==> config.mk <==
export PLATFORM = sky130hd
export DESIGN_NAME = buzzer_note_player
export DESIGN_NICKNAME = d
export VERILOG_FILES = /design/src/rtl/buzzer_pkg.sv /design/src/rtl/buzzer_tone_gen.sv /design/src/rtl/buzzer_note_player.sv
export SDC_FILE = /design/constraint.sdc
export NUM_CORES = 1
export LEC_CHECK = 0
export BUFFER_PORTS_ARGS = -buffer_cell sky130_fd_sc_hd__buf_2
export CAP_MARGIN = 10
export CORE_MARGIN = 10
export CORE_UTILIZATION = 30
export CTS_CLUSTER_DIAMETER = 100
export DETAILED_ROUTE_END_ITERATION = 7
export PLACE_DENSITY = 0.42
export REMOVE_ABC_BUFFERS = 1
export SLEW_MARGIN = 20
export SYNTH_ARGS = -nofsm -noshare
export SYNTH_HDL_FRONTEND = slang
export SYNTH_HIERARCHICAL = 1
export SYNTH_SLANG_ARGS = --single-unit
==> constraint.sdc <==
create_clock -name clk -period 3.9 [get_ports clk]
set_input_delay 0 -clock clk [delete_from_list [all_inputs] [get_ports clk]]
set_output_delay 0 -clock clk [all_outputs]
set_load 0.02 [all_outputs]
==> src/rtl/buzzer_pkg.sv <==
// Shared definitions for the buzzer datapath: note word layout, default timing
// and the field decode helpers used by the note player.
package buzzer_pkg;

  localparam int NOTE_BEATS_MSB = 15;
  localparam int NOTE_BEATS_LSB = 12;
  localparam int NOTE_HALF_MSB  = 11;
  localparam int NOTE_HALF_LSB  = 0;

  localparam int DEFAULT_PRESCALE   = 50;
  localparam int DEFAULT_BEAT_TICKS = 6_250_000;

  localparam logic [15:0] NOTE_END = 16'h0000;

  typedef logic [15:0] note_t;

  // A beat field of 0 encodes the longest note, 16 beats.
  function automatic logic [4:0] note_beats(input note_t n);
    logic [3:0] field;
    field = n[NOTE_BEATS_MSB:NOTE_BEATS_LSB];
    return (field == 4'd0) ? 5'd16 : {1'b0, field};
  endfunction

  function automatic logic [11:0] note_half(input note_t n);
    return n[NOTE_HALF_MSB:NOTE_HALF_LSB];
  endfunction

endpackage

==> src/rtl/buzzer_tone_gen.sv <==
// Square-wave tone generator: prescaler ticks advance a half-period counter,
// which toggles pwm each time it reaches the programmed half-period.
module buzzer_tone_gen
  import buzzer_pkg::*;
#(
  parameter int PRESCALE = DEFAULT_PRESCALE
) (
  input  logic        clk,
  input  logic        rst,
  input  logic        clr,
  input  logic        en,
  input  logic [11:0] half,
  output logic        pwm
);

  localparam int PW = (PRESCALE > 1) ? $clog2(PRESCALE) : 1;

  logic [PW-1:0] pre_q, pre_d;
  logic [11:0]   cnt_q, cnt_d;
  logic          pwm_q, pwm_d;
  logic [12:0]   cnt_inc;

  always_comb begin
    // NOTE: every variable gets its hold value before any branch, so no path leaves it unassigned (no latch).
    pre_d   = pre_q;
    cnt_d   = cnt_q;
    pwm_d   = pwm_q;
    cnt_inc = {1'b0, cnt_q} + 13'd1;
    if (clr || half == 12'd0) begin
      pre_d = '0;
      cnt_d = '0;
      pwm_d = 1'b0;
    end else if (en) begin
      if (pre_q == PW'(PRESCALE - 1)) begin
        pre_d = '0;
        // >= rather than == so a shorter half fetched mid-note still toggles on the next tick.
        if (cnt_inc >= {1'b0, half}) begin
          cnt_d = '0;
          pwm_d = ~pwm_q;
        end else begin
          cnt_d = cnt_inc[11:0];
        end
      end else begin
        pre_d = pre_q + PW'(1);
      end
    end
  end

  always_ff @(posedge clk) begin
    // NOTE: state registers use non-blocking assignments so every flop samples pre-edge values.
    if (rst) begin
      pre_q <= '0;
      cnt_q <= '0;
      pwm_q <= 1'b0;
    end else begin
      pre_q <= pre_d;
      cnt_q <= cnt_d;
      pwm_q <= pwm_d;
    end
  end

  assign pwm = pwm_q;

endmodule

==> src/rtl/buzzer_note_player.sv <==
// Note player datapath: latches the DMA note word, drives the buzzer pin through
// the tone generator and times the note length in beats.
module buzzer_note_player
  import buzzer_pkg::*;
#(
  parameter int PRESCALE   = DEFAULT_PRESCALE,
  parameter int BEAT_TICKS = DEFAULT_BEAT_TICKS
) (
  input  logic        clk,
  input  logic        rst,
  input  logic        fetch,
  input  logic [15:0] note,
  input  logic        beat_cnt_rstn,
  input  logic        beat_cnt_en,
  input  logic        tune_pwm_rstn,
  input  logic        tune_pwm_en,
  output logic        beat_finish,
  output logic        buzzer
);

  localparam int BW = (BEAT_TICKS > 1) ? $clog2(BEAT_TICKS) : 1;

  note_t         note_q, note_d;
  logic [BW-1:0] cyc_q, cyc_d;
  logic [4:0]    beat_idx_q, beat_idx_d;
  logic          beat_finish_q, beat_finish_d;
  logic [4:0]    beat_idx_inc;
  logic [4:0]    nbeats;
  logic          tone_clr;
  logic          pwm;

  assign nbeats   = note_beats(note_q);
  assign tone_clr = ~tune_pwm_rstn;

  always_comb begin
    note_d        = fetch ? note : note_q;
    cyc_d         = cyc_q;
    beat_idx_d    = beat_idx_q;
    beat_finish_d = beat_finish_q;
    beat_idx_inc  = beat_idx_q + 5'd1;
    if (!beat_cnt_rstn) begin
      cyc_d         = '0;
      beat_idx_d    = '0;
      beat_finish_d = 1'b0;
    end else if (beat_cnt_en && !beat_finish_q) begin
      if (cyc_q == BW'(BEAT_TICKS - 1)) begin
        cyc_d      = '0;
        beat_idx_d = beat_idx_inc;
        if (beat_idx_inc >= nbeats) begin
          beat_finish_d = 1'b1;
        end
      end else begin
        cyc_d = cyc_q + BW'(1);
      end
    end
  end

  always_ff @(posedge clk) begin
    if (rst) begin
      note_q        <= '0;
      cyc_q         <= '0;
      beat_idx_q    <= '0;
      beat_finish_q <= 1'b0;
    end else begin
      note_q        <= note_d;
      cyc_q         <= cyc_d;
      beat_idx_q    <= beat_idx_d;
      beat_finish_q <= beat_finish_d;
    end
  end

  buzzer_tone_gen #(
    .PRESCALE (PRESCALE)
  ) u_tone_gen (
    .clk  (clk),
    .rst  (rst),
    .clr  (tone_clr),
    .en   (tune_pwm_en),
    .half (note_half(note_q)),
    .pwm  (pwm)
  );

  // Gating with the enable keeps a paused tone from parking DC on the pin.
  assign buzzer      = pwm & tune_pwm_en;
  assign beat_finish = beat_finish_q;

endmodule

-- Yosys cells after proc, flatten, opt, wreduce, memory -nomap -nowiden
Index checks and enable logic that the tools add are counted.
- register bits after elaboration: 64
- output and inout bits: 2
- word-level logic and storage cells: 34
- $add $sub $neg: 4
- order comparisons: 2
- equality and inequality tests: 2
- multiplexer cells: 4
- bitwise gates (word level): 4
- reduce and logical (&&, ||, !) cells: 11
- operators by type and width (kind ; count):
    $add A23 B1 Y23 const B ; 1
    $eq A23 B23 Y1 const B ; 1
    $mux W23 ; 1
    $add A12 B1 Y13 const B ; 1
    $ge A13 B12 Y1 ; 1
    $logic_not A12 Y1 ; 1
    $mux W12 ; 1
    $add A6 B1 Y6 const B ; 1
    $eq A6 B6 Y1 const B ; 1
    $mux W6 ; 1
    $reduce_and A3 Y1 ; 2
    $add A5 B1 Y5 const B ; 1
    $ge A5 B5 Y1 ; 1
    $mux W5 ; 1
    $logic_not A4 Y1 ; 1
    $reduce_and A2 Y1 ; 2
    $reduce_or A2 Y1 ; 2
    $not A1 Y1 ; 3
    $and A1 B1 Y1 ; 1
    $logic_and A1 B1 Y1 ; 1
    $logic_not A1 Y1 ; 1
    $logic_or A1 B1 Y1 ; 1

-- Logic depth before layout (Yosys ltp)
- depth after elaboration: 4
- depth in mapped cells: 12
- gate-level depth less buffers: 11

-- Modules after synthesis
The synthesis kept the hierarchy.
- modules (own cells, without submodules) (module ; times used ; cells an instance ; area each (um^2) ; seq. area each (um^2)):
    buzzer_note_player ; 1 ; 237 ; 2194.6 ; 900.9
    buzzer_tone_gen ; 1 ; 176 ; 1452.6 ; 380.4

-- Least setup slack after synthesis
No wires, ideal clock.
- kind: register -> register
- from: reg u_tone_gen.cnt_q[0]
- to: reg u_tone_gen.cnt_q[5]
- setup time: 0.079 ns
- arrival: 2.732 ns
- path slack: 1.090 ns
- stages on the path, launching flop included: 13
- buffers on the path: 1
- period minus slack after synthesis: 2.810 ns
- cells stage by stage: dfxtp_1 -> ha_1 -> and4_2 -> nand3_1 -> and2_1 -> or2_2 -> ha_1 -> a41oi_1 -> o21ai_0 -> o2111ai_1 -> buf_2 -> nand3_1 -> o211ai_1
- longest elaborated chain between the ends: 3
- RTL lines (item ; line ; RTL):
    start: declaration ; buzzer_tone_gen.sv:19 ; logic [11:0] cnt_q, cnt_d;
    start signal: assignment ; buzzer_tone_gen.sv:57 ; cnt_q <= cnt_d;
    $add A12 B1 Y13 * ; buzzer_tone_gen.sv:28 ; cnt_inc = {1'b0, cnt_q} + 13'd1;
    $ge A13 B12 Y1 ; buzzer_tone_gen.sv:37 ; if (cnt_inc >= {1'b0, half}) begin
    $mux W12 * ; buzzer_tone_gen.sv:37 ;
Mark *: on every way between the ends. The rest lies on a longest branch, timed or not.
A chain may end at the register's enable or synchronous reset.

-- Worst setup path in the final report
- from: reg u_tone_gen.cnt_q[0]
- to: reg u_tone_gen.pwm_q (netlist: u_tone_gen/pwm)
- longest elaborated chain between the ends: 3
- RTL lines (item ; line ; RTL):
    $add A12 B1 Y13 ; buzzer_tone_gen.sv:28 ;
    $ge A13 B12 Y1 ; buzzer_tone_gen.sv:37 ;
    $reduce_and A3 Y1 (no source line) ; -- ;
    end signal: assignment ; buzzer_tone_gen.sv:58 ; pwm_q <= pwm_d;
    end: declaration ; buzzer_tone_gen.sv:20 ; logic pwm_q, pwm_d;
Every way passes these cells.

==> results.cfg <==
[outcome]
status = completed

[worst_hold_path]
worstHoldPathType = input pin to register

[global_route]
overflow = 0
grt_pass1_vias = 3081
grt_pass1_wl_um = 15000
grt_max_degree = 24
antenna_found_initial = 0
track_usage_pct = 10.9

[yosys]
yosysMostFrequentCell = dfxtp_1
ys_ff_latch = 64
avgSynthCellArea_sq_um = 8.83
syn_area_sq_um = 3650
synthArstFlopShare_pct = 0
synth_top_area_share_pct = 35.1
yosysWarningCount = 6
synth_cell_types = 59
syn-instance-count = 413
synth_flop_cell = dfxtp_1
ys_top_cells_by_count = dfxtp_1 (64), nor2_1 (40), nand2_1 (28)
seq_area_frac_synth_pct = 35.1
yosys-top-cells-area = dfxtp_1 (35%), ha_1 (7.5%), mux2i_1 (5.2%)
synth_edf_count = 0
synth_area_leader_cell = dfxtp_1

[sta]
setup_viol = 0
max_slew_margin_pct = 55.7
tns_ns = 0
drv_slew = 0
tightest_slew_ns = 0.664
fin_skew_ns = 0.00722
max_freq_mhz = 329
timing.final.crit_share_pct = 78.0
finalHoldViolCount = 0
fin_crit_ns = 3.04
rsz0062_at_grt = no

[detailed_routing]
final_antenna_net_count = 0
drcViolationCount = 0
via_per_inst = 5.07
drt_pass1_iterations = 4
drt_iter0_markers = 121
wl_per_cell_um = 14.2
wirelength_um = 8540
num_vias = 3038

[pwr]
leakagePower_uw = 0.00172
fin_total_pwr_uw = 1590
powerDensity_nw_per_um2 = 367
ir_drop_uv = 235

[clocking]
clockBufferDepth = 2
cts_resized = 0
cts_buffers = 9
clk-insertion-delay-late_ns = 0.33
cts_tree = done
clockRootBuffer = clkbuf_16
hold_buffers = 16
clk_pin_slew_ns = 0.06
clock-sinks = 64
cts_setup_buffers = 0
htreeDepth = 3

[setup_path]
regToRegEndpoint = u_tone_gen/pwm
worstPathRequired_ns = 4.16
timing.rr.start = u_tone_gen/cnt_q[0]
path_class = register to register
r2r_setup_slack_ns = 0.86
reg2reg_depth = 12
startpoint_type = register
crit_fanout = 11
crit_end = u_tone_gen/pwm
worst_setup_path_end_kind = register
cp-startpoint = u_tone_gen/cnt_q[0]
arrival_ns = 3.30

[cells_and_area]
nFillCells = 1236
antennaDiodeCount = 0
multiInputGateArea_sq_um = 2170
nets = 494
register_area_sq_um = 1280
drive_gt1_share_pct = 15.0
synthToLayoutAreaGrowth_pct = 18.6

[place]
hpwl_um = 6060
gp_congestion = 0.791
io_buffer_count = 24

[floorplan]
start_util_pct = 30.5
core-area_sq_um = 12000
dieArea_sq_um = 17000
die_x_um = 130
die_h_um = 130
ios = 25
num_rows = 40

[job]
maxCapViolations = 0
-- layout make-up --
type,instances,share of cell area [%]
clock buffer,11,5.84
inverter,25,2.17
clock inverter,3,0.984
multi-input combinational,306,50.1
tap,147,4.25
sequential,64,29.6
timing repair buffer,43,7.00
-- sequential cells by signal, indices dropped and copies added, names as in the netlist --
name,flops
beat_idx_q,5
u_tone_gen/pwm,1
u_tone_gen/cnt_q,12
note_q,16
u_tone_gen/pre_q,6
cyc_q,23
beat_finish,1
-- worst min path at each step --
stage                     start             endpoint  slack [ns]  cells past startpoint
floorplan                   rst            note_q[0]        0.07                      1
global placement       note[14]           note_q[14]        0.23                      3
detailed placement      note[8]            note_q[8]        0.25                      3
CTS                 tune_pwm_en  u_tone_gen/pre_q[0]       0.006                      3
global route        tune_pwm_en  u_tone_gen/pre_q[0]        0.04                      3
finish              tune_pwm_en  u_tone_gen/pre_q[0]        0.02                      3
-- cell families (layout without fill, tap and decap cells) --
kind of cell / after synthesis / after routing / share of synthesized area [%]
AOI/OAI and AO/OA: 63 / 63 / 11.1
xor gates and xnor gates: 28 / 28 / 6.72
adders and majority gates: 22 / 22 / 7.55
buffers and inverters: 43 / 82 / 5.42
DFF: 64 / 64 / 35.1
muxes: 19 / 19 / 5.21
and+or+nand+nor: 174 / 174 / 28.9
-- per-stage QoR --
step                hold WS [ns]  setup slack, ns  area [sq um]  utilization (%)  cells
global placement           0.235            0.970          3870             32.4    569
finish                    0.0208            0.857          4330             36.2    599
global route              0.0432            0.511          4330             36.2    599
CTS                      0.00583            0.846          4330             36.2    599
floorplan                 0.0724            0.869          3540                -    395
detailed placement         0.247            0.859          3870             32.4    569
-- power by group --
| group | total [uW] | switching [uW] | internal, uW |
|---|---|---|---|
| logic | 100 | 51.8 | 48.4 |
| registers | 675 | 9.95 | 666 |
| clock network | 812 | 291 | 521 |
| total | 1590 | 353 | 1230 |
-- metal layers --
metal	vias to the layer above	share of wire, %	track usage [%]
li1	1565	-	-
met1	1441	47	13.3
met2	26	50	18.1
met3	6	2.3	2.96
met4	0	1.0	3.51
met5	-	0	0
-- cell usage in the layout (no fill, tap or decap), types with 9 or more instances in the layout --
| cell | n |
|---|---|
| nand4_1 | 17 |
| xor2_1 | 17 |
| o31ai_1 | 10 |
| o21ai_0 | 10 |
| a21oi_1 | 23 |
| mux2i_1 | 19 |
| or4_1 | 10 |
| xnor2_1 | 11 |
| buf_2 | 24 |
| nand3_1 | 19 |
| ha_1 | 22 |
| inv_1 | 25 |
| nand2_1 | 28 |
| nor2_1 | 40 |
| clkbuf_16 | 9 |
| dlygate4sd3_1 | 16 |
| dfxtp_1 | 64 |
-- worst max-delay path, cell delays in order, from the launching register on --
cell and delay, ns:
dfxtp_1 0.40, ha_1 0.29, and4_2 0.26, nand3_1 0.10
and2_1 0.20, or2_2 0.29, ha_1 0.32, nand4_1 0.13
nor3_1 0.19, o2111ai_1 0.15, buf_4 0.20, a21oi_2 0.25
mux2i_1 0.21
Note: power is estimated with default switching activity, not from simulation.
